===== src/rtl/im_fetch_arbiter_if.sv =====
// im_fetch_arbiter_if: loader stream, CPU fetch and instruction-memory port bundle
//   master: the arbiter (drives ld_ready, fetch results, status, memory port)
//   slave : the environment (loader, CPU, memory)
interface im_fetch_arbiter_if #(parameter int AW = 6);
  logic          ld_valid;
  logic          ld_ready;
  logic [AW-1:0] ld_addr;
  logic [31:0]   ld_data;
  logic          ld_last;
  logic          fetch_req;
  logic [31:0]   fetch_pc;
  logic          fetch_valid;
  logic [31:0]   fetch_instr;
  logic          cpu_stall;
  logic          boot_done;
  logic          addr_err;
  logic [AW:0]   load_cnt;
  logic [AW-1:0] mem_addr;
  logic          mem_we;
  logic [31:0]   mem_wdata;
  logic [31:0]   mem_rdata;
  modport master (
    input  ld_valid, ld_addr, ld_data, ld_last, fetch_req, fetch_pc, mem_rdata,
    output ld_ready, fetch_valid, fetch_instr, cpu_stall, boot_done, addr_err,
           load_cnt, mem_addr, mem_we, mem_wdata
  );
  modport slave (
    output ld_valid, ld_addr, ld_data, ld_last, fetch_req, fetch_pc, mem_rdata,
    input  ld_ready, fetch_valid, fetch_instr, cpu_stall, boot_done, addr_err,
           load_cnt, mem_addr, mem_we, mem_wdata
  );
endinterface


===== src/rtl/im_fetch_arbiter.sv =====
// im_fetch_arbiter: boot-loads instruction memory, then arbitrates its single port between CPU fetch and loader writes
//   Clk   : rising-edge clock
//   Reset : asynchronous active-low reset
//   bus   : loader stream, CPU fetch, status (boot_done/addr_err/load_cnt) and memory port
module im_fetch_arbiter #(
  parameter int          AW  = 6,
  parameter logic [31:0] NOP = 32'h0000_0000
) (
  input logic                 Clk,
  input logic                 Reset,
  im_fetch_arbiter_if.master  bus
);
  typedef enum logic {BOOT, RUN} state_t;
  state_t      state, state_nxt;
  logic        run, oor, ld_win, f_win, accept;
  logic        last_ld, pend, pend_oor, err;
  logic [31:0] instr_q;
  logic [AW:0] cnt;
  always_ff @(posedge Clk or negedge Reset)
    if (!Reset) state <= BOOT;
    else        state <= state_nxt;
  always_comb
    state_nxt = (state == BOOT && bus.ld_valid && bus.ld_last) ? RUN : state;
  always_comb begin
    run             = state == RUN;
    oor             = |(bus.fetch_pc >> AW);
    // on contention the side that did not win last time gets the port
    ld_win          = run & bus.ld_valid & (~bus.fetch_req | ~last_ld);
    f_win           = run & bus.fetch_req & ~ld_win;
    bus.ld_ready    = ~run | ld_win;
    accept          = bus.ld_ready & bus.ld_valid;
    bus.mem_we      = accept;
    bus.mem_addr    = f_win ? bus.fetch_pc[AW-1:0] : bus.ld_addr;
    bus.mem_wdata   = bus.ld_data;
    bus.cpu_stall   = ~run | (bus.fetch_req & ld_win);
    bus.boot_done   = run;
    bus.fetch_valid = pend;
    // read data arrives the cycle after the grant; outside that cycle the last instruction is held
    bus.fetch_instr = pend ? (pend_oor ? NOP : bus.mem_rdata) : instr_q;
    bus.addr_err    = err;
    bus.load_cnt    = cnt;
  end
  always_ff @(posedge Clk or negedge Reset)
    if (!Reset) begin
      pend     <= 1'b0;
      pend_oor <= 1'b0;
      instr_q  <= NOP;
      err      <= 1'b0;
      cnt      <= '0;
      last_ld  <= 1'b0;
    end else begin
      pend     <= f_win;
      pend_oor <= f_win & oor;
      if (pend) instr_q <= bus.fetch_instr;
      if (f_win & oor) err <= 1'b1;
      if (accept && !(&cnt)) cnt <= cnt + 1'b1;
      if (ld_win) last_ld <= 1'b1;
      else if (f_win) last_ld <= 1'b0;
    end
endmodule


===== src/flat_wrapper.sv =====
// flat-port wrapper written by rule: the top's interface ports become plain ports
module im_fetch_arbiter_flat 
#(
  parameter int          AW  = 6,
  parameter logic [31:0] NOP = 32'h0000_0000
)
  (Clk, Reset, bus_ld_valid, bus_ld_addr, bus_ld_data, bus_ld_last, bus_fetch_req, bus_fetch_pc, bus_mem_rdata, bus_ld_ready, bus_fetch_valid, bus_fetch_instr, bus_cpu_stall, bus_boot_done, bus_addr_err, bus_load_cnt, bus_mem_addr, bus_mem_we, bus_mem_wdata);
  im_fetch_arbiter_if #(.AW(AW)) bus_i ();
  input logic Clk;
  input logic Reset;
  input wire logic [$bits(bus_i.ld_valid)-1:0] bus_ld_valid;
  input wire logic [$bits(bus_i.ld_addr)-1:0] bus_ld_addr;
  input wire logic [$bits(bus_i.ld_data)-1:0] bus_ld_data;
  input wire logic [$bits(bus_i.ld_last)-1:0] bus_ld_last;
  input wire logic [$bits(bus_i.fetch_req)-1:0] bus_fetch_req;
  input wire logic [$bits(bus_i.fetch_pc)-1:0] bus_fetch_pc;
  input wire logic [$bits(bus_i.mem_rdata)-1:0] bus_mem_rdata;
  output wire logic [$bits(bus_i.ld_ready)-1:0] bus_ld_ready;
  output wire logic [$bits(bus_i.fetch_valid)-1:0] bus_fetch_valid;
  output wire logic [$bits(bus_i.fetch_instr)-1:0] bus_fetch_instr;
  output wire logic [$bits(bus_i.cpu_stall)-1:0] bus_cpu_stall;
  output wire logic [$bits(bus_i.boot_done)-1:0] bus_boot_done;
  output wire logic [$bits(bus_i.addr_err)-1:0] bus_addr_err;
  output wire logic [$bits(bus_i.load_cnt)-1:0] bus_load_cnt;
  output wire logic [$bits(bus_i.mem_addr)-1:0] bus_mem_addr;
  output wire logic [$bits(bus_i.mem_we)-1:0] bus_mem_we;
  output wire logic [$bits(bus_i.mem_wdata)-1:0] bus_mem_wdata;
  assign bus_i.ld_valid = bus_ld_valid;
  assign bus_i.ld_addr = bus_ld_addr;
  assign bus_i.ld_data = bus_ld_data;
  assign bus_i.ld_last = bus_ld_last;
  assign bus_i.fetch_req = bus_fetch_req;
  assign bus_i.fetch_pc = bus_fetch_pc;
  assign bus_i.mem_rdata = bus_mem_rdata;
  assign bus_ld_ready = bus_i.ld_ready;
  assign bus_fetch_valid = bus_i.fetch_valid;
  assign bus_fetch_instr = bus_i.fetch_instr;
  assign bus_cpu_stall = bus_i.cpu_stall;
  assign bus_boot_done = bus_i.boot_done;
  assign bus_addr_err = bus_i.addr_err;
  assign bus_load_cnt = bus_i.load_cnt;
  assign bus_mem_addr = bus_i.mem_addr;
  assign bus_mem_we = bus_i.mem_we;
  assign bus_mem_wdata = bus_i.mem_wdata;
  im_fetch_arbiter #(.AW(AW), .NOP(NOP)) u_core (.Clk(Clk), .Reset(Reset), .bus(bus_i));
endmodule

===== config.mk =====
export PLATFORM = sky130hd
export DESIGN_NAME = im_fetch_arbiter_flat
export DESIGN_NICKNAME = d
export VERILOG_FILES = /design/src/rtl/im_fetch_arbiter_if.sv /design/src/rtl/im_fetch_arbiter.sv /design/src/flat_wrapper.sv
export SDC_FILE = /design/constraint.sdc
export NUM_CORES = 1
export LEC_CHECK = 0
export ABC_AREA = 1
export CAP_MARGIN = 40
export CORE_ASPECT_RATIO = 0.9
export CORE_MARGIN = 3
export CORE_UTILIZATION = 31
export DETAILED_ROUTE_END_ITERATION = 16
export PLACE_DENSITY = 0.78
export SYNTH_ARGS = -nofsm -noshare
export SYNTH_HDL_FRONTEND = slang
export SYNTH_SLANG_ARGS = --single-unit

===== constraint.sdc =====
create_clock -name Clk -period 1.3 [get_ports Clk]
set_input_delay 0.26 -clock Clk [delete_from_list [all_inputs] [get_ports Clk]]
set_output_delay 0.26 -clock Clk [all_outputs]
set_load 0.01 [all_outputs]

== Word level (Yosys, flattened, before mapping) ==
Index checks and enable logic that the tools add are counted.

* Bitwise gates (word level): 14
* Add/sub/neg operators: 1
* Reduce and logical (&&, ||, !) cells: 7
* Multiplexer cells: 5

{| class="wikitable"
|+ Operators with widths
! cell !! number
|-
| 32-bit two-way mux || 2
|-
| 26-bit OR reduction || 1
|-
| 7-bit by 1-bit adder with 7-bit output (second input constant) || 1
|-
| 1-bit bitwise AND || 7
|-
| 7-bit AND reduction || 1
|-
| 6-bit two-way mux || 1
|-
| 1-bit NOT || 4
|-
| 1-bit logical AND || 3
|-
| 1-bit OR || 3
|-
| 1-bit two-way mux || 2
|-
| 2-bit nonzero test || 1
|-
| 1-bit zero test || 1
|}

* Logic and storage cells: 34
* Bits in registers: 44

== Logic depth before layout (Yosys ltp) ==
* Depth after elaboration: 7
* Gate-level depth with buffers: 8

== Worst setup path after synthesis ==
Ideal clock, no wire load.

* Path kind: reg2out
* From: reg u_core.pend (netlist: u_core.bus.fetch_valid)
* To: out bus_fetch_instr[22]
* Arrival time: 1077 ps
* Required time: 1040 ps
* Path slack: -37 ps
* Cell stages (with the launch flop): 4
* Path through: dfrtp_1 -> buf_4 -> buf_2 -> o21ai_0

* Cells in the longest elaborated chain, start to end: 1

{| class="wikitable"
|+ RTL lines
! what !! RTL line !! text
|-
| start, declared || im_fetch_arbiter.sv:16 || <nowiki>logic last_ld, pend, pend_oor, err;</nowiki>
|-
| start signal, assigned || im_fetch_arbiter.sv:52 || <nowiki>pend <= f_win;</nowiki>
|-
| 32-bit two-way mux || im_fetch_arbiter.sv:39 || <nowiki>bus.fetch_instr = pend ? (pend_oor ? NOP : bus.mem_rdata) : instr_q;</nowiki>
|-
| end, declared || flat_wrapper.sv:20 || <nowiki>output wire logic [$bits(bus_i.fetch_instr)-1:0] bus_fetch_instr;</nowiki>
|}

No other way between the ends.

== Worst setup path in the final report ==
* From: in bus_ld_valid
* To: out bus_mem_addr[2]

* Cells in the longest elaborated chain, start to end: 5

{| class="wikitable"
|+ RTL lines
! what !! RTL line !! text
|-
| start, declared || flat_wrapper.sv:11 || <nowiki>input wire logic [$bits(bus_i.ld_valid)-1:0] bus_ld_valid;</nowiki>
|-
| 1-bit bitwise AND (2 in series) || im_fetch_arbiter.sv:28 || <nowiki>ld_win = run & bus.ld_valid & (~bus.fetch_req | ~last_ld);</nowiki>
|-
| 1-bit NOT || im_fetch_arbiter.sv:29 || <nowiki>f_win = run & bus.fetch_req & ~ld_win;</nowiki>
|-
| 1-bit bitwise AND || im_fetch_arbiter.sv:29 ||
|-
| net u_core.f_win || im_fetch_arbiter.sv:15 || <nowiki>logic run, oor, ld_win, f_win, accept;</nowiki>
|-
| 6-bit two-way mux || im_fetch_arbiter.sv:33 || <nowiki>bus.mem_addr = f_win ? bus.fetch_pc[AW-1:0] : bus.ld_addr;</nowiki>
|-
| end, declared || flat_wrapper.sv:25 || <nowiki>output wire logic [$bits(bus_i.mem_addr)-1:0] bus_mem_addr;</nowiki>
|}

The timed path passes the listed nets, and every way through them passes these cells.

==> results_dict.tcl <==
set metrics [dict create \
    worstSetupStartpointType "primary input" \
    path_cells "clkdlybuf4s50_1, nand3_2, nand2_4, nor2_8, buf_6, inv_8, nand2_2, nand2_1, buf_2" \
    gr-total-overflow 0 \
    clock_path_buffers 2 \
    period_minus_slack_ps 1728 \
    avgSynthCellArea_um2 7.780 \
    period_share_pct 132.9 \
    setup_viol_count_final 51 \
    power.share.clock_pct 17.7 \
    via_per_inst 4.696 \
    initial_core_util_pct 32.46 \
    syn_to_final_growth_pct 95.34 \
    synth_ff_type "dfrtp_1" \
    leakagePower_uw 0.002270 \
    remaining_drc_errors 0 \
    ios 190 \
    clkSlewWorstSetupHoldPaths_ps 80 \
    min_path_type "flop to flop" \
    cts_root_buffer "clkbuf_8" \
    crit_fanout 6 \
    finalWirelength_mm 8.872 \
    clock_latency_ps 290 \
    syn_nets 429 \
    fin_setup_tns_ps -13980 \
    synthDistinctLibCells 25 \
    track_usage_pct 15.59 \
    critPathBufInv 4 \
    die_h_um 91.15 \
    diodes 0 \
    ys_ff_latch 44 \
    worst_path_dominant_cell_family "buffers and inverters" \
    status "finished, violations left" \
    num_rows 30 \
    slew_violations 0 \
    coreArea_um2 7695 \
    fin_ws_ps -427.7 \
    grt_pass1_vias 2547 \
    r2r_slack_ps -60 \
    synth_area_um2 2497 \
    critical_path_required_ps 1040 \
    fin_hold_ws_ps 475.4 \
    whs_path_depth 2 \
    maxCapViolCount 0 \
    cts_tree "done" \
    drive_gt1_share_pct 44.23 \
    vias 2691 \
    p_switching_uw 1659 \
    power.internal_uw 3283 \
    regToRegStartpoint "u_core.last_ld" \
    fin_nets 584 \
    reg2regPathDepth 9 \
    share_comb_of_total_power_pct 47.2 \
    dp_cells 521 \
    endpoint_kind "primary output" \
    hold_viol 0 \
    cts-htree-levels 2 \
    drt_iter0_markers 51 \
    crit_path_max_incr_delay_ps 520 \
    ant_nets 0 \
    grt_setup_unrepaired "true" \
    layout_commonest_cell "clkdlybuf4s50_1" \
    worst_pin_slew_ps 292.0 \
    slew_headroom_pct 80.53 \
    antenna_found_initial 0 \
    synth_seq_area_share_pct 44.09 \
    die_area_um2 9171 \
    seqPwrFrac_pct 35.1 \
    violations "negative setup slack" \
    ir_drop_mv 0.9796 \
    hpwl_mm 5.018 \
    timing.rr.end "u_core.bus.load_cnt[5]" \
    fill_cells 609 \
    fmax_mhz 578.8 \
    dr.pass1.iters 4 \
    synth_edf_count 0 \
    min_to "u_core.bus.addr_err" \
    power_uw 4942 \
    cts_made_buffers 5 \
    mostFrequentLayoutCells "clkdlybuf4s50_1, inv_1, buf_2, dfrtp_1, buf_4" \
    avgRoutedWirePerCell_um 15.48 \
    netlist_instances 321 \
    synthArstFlopShare_pct 100.0 \
    power_density_nw_per_um2 1013 \
    switching_share_pct 33.57 \
    critical-path-slowest-cell "clkdlybuf4s50_1" \
    hp-start "u_core.bus.addr_err" \
    grt_pass1_wl_mm 11.61 \
    grt_start_max_net_pins 26 \
    crit_type "primary input to primary output" \
    arrival_ps 1470 \
    port_buffers 125 \
    die_x_um 100.6 \
    synth_warnings 0 \
    post-route-util_pct 63.40 \
    gp_congestion 0.7841 \
    fin_cells 573 \
    clock_sinks 44 \
    clock_skew_ps 8.814 \
]
[how the worst max path moves through the flow]
stage | from | cells after the start | slack, ps | to
CTS | u_core.last_ld | 9 | -400 | bus_mem_addr[0]
global placement | bus_fetch_req | 8 | -770 | bus_mem_addr[2]
finish | bus_ld_valid | 9 | -430 | bus_mem_addr[2]
floorplan | u_core.bus.fetch_valid | 3 | -40 | bus_fetch_instr[22]
global route | u_core.last_ld | 9 | -490 | bus_mem_addr[0]
detailed placement | bus_fetch_req | 8 | -830 | bus_mem_addr[3]
[synthesized netlist by cell type (2+ instances only)]
cell type	count	share of area [%]
buf_2	2	0.40
buf_4	36	11
clkbuf_1	6	0.90
dfrtp_1	44	44
inv_1	49	7.4
inv_2	2	0.30
nand2_1	48	7.2
nand2_2	2	0.50
nand3_1	36	7.2
nor2_1	14	2.1
o21ai_0	56	11
o21ai_1	10	2.0
xnor2_1	4	1.4
[tightest hold or removal path: stages (launching register included)]
cell	delay (ps)
dfrtp_1	360
inv_1	40
nand2_1	50
[power by group through the flow]
stage                     clock [uW]  combinational, uW  sequential [uW]
after floorplan                    0                704             1770
after global placement             0               1580             1750
after detailed placement           0               1620             1750
after CTS                        908               1820             1710
after global routing             967               2500             1760
final                            876               2330             1730
[per-stage QoR]
| step | setup slack [ps] | instance area, um2 |
|---|---|---|
| after floorplan | -36.52 | 2499 |
| after global placement | -766.7 | 3765 |
| after CTS | -401.4 | 4192 |
| after global routing | -494.5 | 4878 |
| final | -427.7 | 4878 |
| after detailed placement | -833.0 | 3765 |
[sequential cells by signal, indices dropped and copies added, names as in the netlist]
name and count:
u_core.instr_q 32, u_core.pend_oor 1, u_core.bus.addr_err 1, u_core.bus.boot_done 1, u_core.last_ld 1, u_core.bus.fetch_valid 1
u_core.bus.load_cnt 7
[logic make-up (layout without fill, tap and decap cells)]
logic type / Yosys count / count (layout) / synth area share, %
simple gates: 105 / 105 / 19.39
buf+inv: 97 / 253 / 20.19
compound gates: 70 / 70 / 14.43
flops: 44 / 44 / 44.09
xor+xnor: 4 / 4 / 1.403
fa+ha+maj: 1 / 1 / 0.5009
[what timing repair did]
| item | in CTS | in global routing |
|---|---|---|
| endpoints found under the hold margin | 44 | 0 |
| hold buffers | 1 | 0 |
| pin swaps | 18 | 45 |
| buffers inserted | 17 | 20 |
| gates cloned | 6 | 7 |
| gates resized for setup | 269 | 100 |
| endpoints found under the setup margin | 53 | 55 |
[layer usage]
metal	track usage [%]	up-vias	share of wire (%)	routed length, um
met5	0	-	0	0
met4	4.489	0	2.5	221
met3	3.917	28	6.6	582
met2	26.86	102	53	4676
met1	19.05	1261	38	3391
li1	-	1300	-	-
[cell type report]
class | count | area (um2) | area share (%)
clock buffer | 7 | 86.33 | 1.770
clock inverter | 1 | 7.507 | 0.1539
inverter | 52 | 207.7 | 4.257
multi-input combinational | 180 | 1446 | 29.65
sequential | 44 | 1106 | 22.67
tap | 96 | 120.1 | 2.462
timing repair buffer | 193 | 1904 | 39.04
No activity file was read; power rests on OpenSTA's default activity.
